--- src/rtl/rv32_core_pkg.sv ---
// Shared types and constants for the basic RV32 core pipeline stages.
// The fetch state encoding lives here so exec-side debug logic can decode it.
package rv32_core_pkg;

  typedef enum logic [2:0] {
    REQ,
    WAIT,
    VALID,
    DROP,
    HALT
  } fetch_state_e;

  localparam logic [31:0] NOP_INSTR  = 32'h0000_0013;
  localparam int          ILEN_BYTES = 4;

endpackage

--- src/rtl/fetch_unit.sv ---
// Instruction-fetch stage: owns the fetch PC, keeps one imem request in flight,
// hands one instruction at a time to exec and follows exec redirects/halts.
module fetch_unit
  import rv32_core_pkg::*;
#(
  parameter logic [31:0] RESET_PC = 32'h0000_0000,
  parameter int          IMEM_AW  = 10
) (
  input  logic               clk,
  input  logic               rst_n,
  output logic               imem_req,
  output logic [IMEM_AW-1:0] imem_addr,
  input  logic [31:0]        imem_rdata,
  input  logic               imem_valid,
  input  logic               e_otp_rdy,
  input  logic               e_j_flag,
  input  logic [31:0]        e_pc_next,
  input  logic               halted,
  output logic [31:0]        f_instr,
  output logic [31:0]        f_pc,
  output logic               e_inp_rdy,
  output logic               f_misalign
);

  fetch_state_e state, state_next;
  logic [31:0]  pc_next;
  logic [31:0]  instr_next;
  logic         inp_rdy_next;
  logic         misalign_next;
  logic         target_misaligned;

  assign target_misaligned = (e_pc_next[1:0] != 2'b00);

  // Gated by rst_n so memory never sees a request while the core is held in reset.
  assign imem_req  = (state == REQ) && rst_n;
  assign imem_addr = f_pc[IMEM_AW+1:2];

  always_ff @(posedge clk or negedge rst_n) begin
    if (!rst_n) begin
      state      <= REQ;
      f_pc       <= RESET_PC;
      f_instr    <= NOP_INSTR;
      e_inp_rdy  <= 1'b0;
      f_misalign <= 1'b0;
    end else begin
      state      <= state_next;
      f_pc       <= pc_next;
      f_instr    <= instr_next;
      e_inp_rdy  <= inp_rdy_next;
      f_misalign <= misalign_next;
    end
  end

  // Priority: halted > misaligned redirect > redirect > consume > memory response.
  always_comb begin
    state_next    = state;
    pc_next       = f_pc;
    instr_next    = f_instr;
    inp_rdy_next  = e_inp_rdy;
    misalign_next = f_misalign;

    if (state == HALT) begin
      inp_rdy_next = 1'b0;
    end else if (halted) begin
      inp_rdy_next = 1'b0;
      state_next   = HALT;
    end else if (e_j_flag && target_misaligned) begin
      misalign_next = 1'b1;
      pc_next       = e_pc_next;
      inp_rdy_next  = 1'b0;
      state_next    = HALT;
    end else if (e_j_flag) begin
      pc_next      = e_pc_next;
      inp_rdy_next = 1'b0;
      // A request already in flight must have its response thrown away.
      unique case (state)
        REQ:     state_next = DROP;
        WAIT:    state_next = imem_valid ? REQ : DROP;
        DROP:    state_next = imem_valid ? REQ : DROP;
        default: state_next = REQ;
      endcase
    end else begin
      unique case (state)
        REQ: state_next = WAIT;
        WAIT: begin
          if (imem_valid) begin
            instr_next   = imem_rdata;
            inp_rdy_next = 1'b1;
            state_next   = VALID;
          end
        end
        VALID: begin
          if (e_otp_rdy) begin
            pc_next      = f_pc + 32'(ILEN_BYTES);
            inp_rdy_next = 1'b0;
            state_next   = REQ;
          end
        end
        DROP: begin
          if (imem_valid) begin
            state_next = REQ;
          end
        end
        default: state_next = HALT;
      endcase
    end
  end

endmodule

--- config.mk ---
export PLATFORM = sky130hd
export DESIGN_NAME = fetch_unit
export DESIGN_NICKNAME = d
export VERILOG_FILES = /design/src/rtl/rv32_core_pkg.sv /design/src/rtl/fetch_unit.sv
export SDC_FILE = /design/constraint.sdc
export NUM_CORES = 1
export LEC_CHECK = 0
export CORE_ASPECT_RATIO = 0.9
export CORE_MARGIN = 10
export CORE_UTILIZATION = 47
export CTS_CLUSTER_DIAMETER = 120
export DETAILED_ROUTE_END_ITERATION = 10
export PLACE_DENSITY = 0.89
export SETUP_SLACK_MARGIN = 0.2
export SLEW_MARGIN = 25
export SYNTH_ARGS = -nofsm -noshare
export SYNTH_HDL_FRONTEND = slang
export SYNTH_SLANG_ARGS = --single-unit
--- constraint.sdc ---
create_clock -name clk -period 5.1 [get_ports clk]
set_clock_uncertainty 0.15 [all_clocks]
set_input_delay 1.02 -clock clk [delete_from_list [all_inputs] [get_ports clk]]
set_output_delay 1.02 -clock clk [all_outputs]
set_load 0.01 [all_outputs]
Yosys cells after proc, flatten, opt, wreduce, memory -nomap -nowiden
Cells that the tools add are included.
- muxes and demuxes: 20
- reductions and logical operators: 13
- $add $sub $neg: 1
- bitwise gates (word level): 4
- equality and inequality tests: 9
- operator list (kind ; number):
    $mux 32 ; 4
    $add 32x3->32 const B ; 1
    $mux 3 ; 6
    $ne 5x5->1 const B ; 3
    $ne 6x6->1 const B ; 2
    $pmux 3 s4 ; 1
    $reduce_and 4->1 ; 2
    $eq 3x2->1 const B ; 2
    $mux 1 ; 6
    $reduce_and 3->1 ; 2
    $reduce_and 6->1 ; 1
    $reduce_bool 3->1 ; 2
    $reduce_bool 6->1 ; 1
    $not 1->1 ; 4
    $pmux 2 s2 ; 1
    $eq 3x1->1 const B ; 1
    $eq 3x3->1 const B ; 1
    $logic_not 3->1 ; 1
    $logic_and 1x1->1 ; 2
    $mux 2 ; 1
    $pmux 1 s2 ; 1
    $reduce_bool 2->1 ; 1
    $reduce_or 2->1 ; 1
- output and inout port bits: 77
- word-level logic and storage cells: 52
- flip-flop bits (word level): 69
- input port bits: 70

Longest topological paths before layout
- word-level depth: 6
- mapped depth: 8

Least setup slack after synthesis
No wires, ideal clock.
- path kind: input to register
- start point: in halted
- end point: reg f_instr[10]
- library setup time: 0.125 ns
- cell stages on the path: 5
- slack: 2.462 ns
- arrival: 2.363 ns
- buffers on the path: 2
- cells stage by stage: clkbuf_1 -> nor3_1 -> nor3b_2 -> buf_2 -> mux2_2
- longest elaborated chain between the ends: 2
- RTL lines (element ; RTL line ; text):
    start: declaration ; fetch_unit.sv:18 ; input logic halted,
    $not 1->1 (no source line) ; - ;
    $reduce_and 6->1 (no source line) ; - ;
    end signal: assignment ; fetch_unit.sv:48 ; f_instr <= instr_next;
    end: declaration ; fetch_unit.sv:19 ; output logic [31:0] f_instr,
Every way passes these cells.
A chain may end at the register's enable or synchronous reset.

Final worst setup path
- start point: in e_j_flag
- end point: reg f_instr[17]
- longest elaborated chain between the ends: 3
- elaborated cells between the ends (all ways): 4
- those cells by class: bitwise: 2; reduce/logical: 2
- RTL lines (element ; RTL line ; text):
    start: declaration ; fetch_unit.sv:16 ; input logic e_j_flag,
    $logic_and 1x1->1 ; fetch_unit.sv:67 ; end else if (e_j_flag && target_misaligned) begin
    $not 1->1 (no source line) ; - ;
    $reduce_and 6->1 (no source line) (*) ; - ;
Mark *: on every way between the ends. The rest lies on a longest branch, timed or not.

==> flow_summary.yaml <==
finish:
  fin_cells: 595
  fill_cells: 566
  finalNetCount: 565
  antenna_cells: 0
  syn2layout_area_growth_pct: 47.63
  utilization_pct: 71.34
  final_common_cell: "clkdlybuf4s50_1"
  drive_gt1_share_pct: 13.43
  final_cell_mix: "clkdlybuf4s50_1 (145), dfrtp_1 (66), nand2_1 (33)"
global_routing:
  grt-ovfl-total: 0
  antenna_found_initial: 0
  grt_start_max_net_pins: 70
  grt_pass1_wl_mm: 18.70
  grt_use_total_pct: 19.32
  grt_pass1_vias: 3438
die:
  die_h_um: 103.6
  io_pins: 147
  die_area_um2: 11690
  start_util_pct: 48.33
  rows: 30
  core_um2: 7545
  die_w_um: 112.8
detailed_routing:
  vias: 3459
  first_iter_violations: 254
  vias_per_cell: 5.813
  drcViolationCount: 0
  ant_nets: 0
  wirelength_mm: 11.71
  firstDrtPassIters: 5
  wl_per_cell_um: 19.67
pwr:
  power.density_nw_per_um2: 297.7
  power.leakage_uw: 0.002211
  peakVddDrop_mv: 0.1950
place:
  dp_hpwl_mm: 8.528
  gp_congestion: 0.8536
  dp_cells: 579
  port_buffers: 146
worst_hold_path:
  hp-class: "reg2reg"
timing:
  slew_violations: 0
  finalHoldViolCount: 0
  min_period_over_period_pct: 62.36
  relSlewSlack_pct: 41.57
  worstMarginPinSlew_ps: 876.5
  timing.fmax_mhz: 314.4
  tns_ps: 0
  setup_violations: 0
  fin_crit_ps: 3180
  rsz0062_at_grt: "no"
yosys:
  synthArstFlopShare_pct: 100.0
  synth_fp_nets: 434
  syn_area_per_cell_um2: 10.04
  synth_warnings: 0
  synth_edf_count: 0
  syn_area_um2: 3646
  ys_seq_area_share_pct: 47.46
  syn_inst: 363
  synthFlopType: "dfrtp_1"
  synth_seq_cells: 69
  synth.distinct_cells: 56
cts:
  cts.clk_slew.worst_paths_ps: 80
  hold_buffers: 0
  htree_levels: 3
  cts.repair.resized: 0
  cts_buffer_depth: 2
  cts-root-buf: "clkbuf_8"
  cts_tree: "done"
  cts_setup_buffers: 0
  cts_sinks: 69
  cts_made_buffers: 9
  clock_latency_ps: 340
flow_run:
  maxCapViolCount: 0
worst_setup_path:
  cp_max_fo: 32
  setup.worst_path.end_class: "flip-flop"
  path_class: "in2reg"
  startpoint_type: "input port"
  worstPathArrival_ps: 3270
  required_ps: 5190
run_status:
  status: "completed"
==> critical path, cell delays in order <==
cell             delay, ps
clkdlybuf4s50_1        530
buf_4                  270
nor3_1                 380
nor3b_4                250
buf_4                  390
mux2_2                 400
==> cell usage after synthesis (all sizes together), types with 2 or more instances <==
library cell	n	share of area, %
o22ai	12	2.1
a211o	2	0.48
inv	5	0.51
o21ai	14	1.9
a311oi	2	0.48
buf	22	3.8
nor4	5	1.2
clkbuf	11	1.1
a221o	2	0.55
and2	2	0.34
o211ai	2	0.41
nor3b	5	1.2
or4	2	0.51
dfstp	3	2.2
nand3	18	2.5
a211oi	3	0.62
mux2	32	9.9
nor3	10	1.4
a22oi	3	0.62
nand4	16	2.9
a21o	3	0.62
nand3b	2	0.41
or3	3	0.51
nor2	20	2.3
nand2	33	3.4
and3	7	1.2
nor2b	4	0.69
o32a	2	0.55
mux2i	7	1.9
dfrtp	66	45
a21oi	23	3.2
and4	2	0.48
nand2b	3	0.51
a31oi	3	0.51
==> final cells by class <==
class / count / area, µm² / share of cell area [%]
inverters: 5 / 18.77 / 0.3487
repair buffers: 153 / 1509 / 28.03
well taps: 96 / 120.1 / 2.232
multi-input cells: 256 / 1734 / 32.22
clock inverters: 7 / 146.4 / 2.720
clock buffers: 9 / 123.9 / 2.301
flip-flops and latches: 69 / 1730 / 32.15
==> cell families (layout without fill, tap and decap cells) <==
group	count (synthesis)	count (layout)	share of synthesized area (%)
buffers and inverters	38	174	5.491
xor gates and xnor gates	1	1	0.2403
muxes	39	39	11.81
and+or+nand+nor	134	134	19.97
DFF	69	69	47.46
adders and majority gates	1	1	0.3431
AOI/OAI and AO/OA	81	81	14.69
==> report_power, final <==
| group | total [µW] | switching [µW] | internal, µW |
|---|---|---|---|
| Sequential | 657 | 67.9 | 589 |
| Combinational | 347 | 146 | 201 |
| Clock | 598 | 220 | 378 |
| Total | 1600 | 434 | 1170 |
==> state kept, by name, summed over array words and instances (netlist names) <==
register    count
e_inp_rdy       1
f_pc           32
f_misalign      1
state           3
f_instr        32
==> per-layer routing <==
layer / routed length, µm / global-route usage (%) / up-vias
met1: 4414 / 22.12 / 1673
met5: 0 / 0 / -
met4: 136 / 4.801 / 0
met2: 5894 / 32.04 / 171
li1: - / - / 1603
met3: 1260 / 8.535 / 12
==> final timing paths <==
check,start,to,slack [ps],cells after the start
max,e_j_flag,f_instr[17],1920,6
min,f_misalign,f_misalign,310,1
max reg2reg,state[1],f_pc[8],2460,5
min reg2reg,f_misalign,f_misalign,310,1
max in group asynchronous,rst_n,f_pc[5],3490,2
min in group asynchronous,rst_n,f_instr[14],750,2
==> per-stage QoR <==
stage / setup slack [ps] / total power [µW] / cell area, µm² / hold WS [ps]
2_1_floorplan: 2462 / 806.9 / 3646 / 343.2
3_3_place_gp: 1635 / 1002 / 5112 / 301.8
3_5_place_dp: 1573 / 1015 / 5112 / 294.2
4_1_cts: 1930 / 1614 / 5383 / 311.7
5_1_grt: 1766 / 1672 / 5383 / 327.2
6_report: 1920 / 1602 / 5383 / 307.5
No activity file was read; power rests on OpenSTA's default activity.
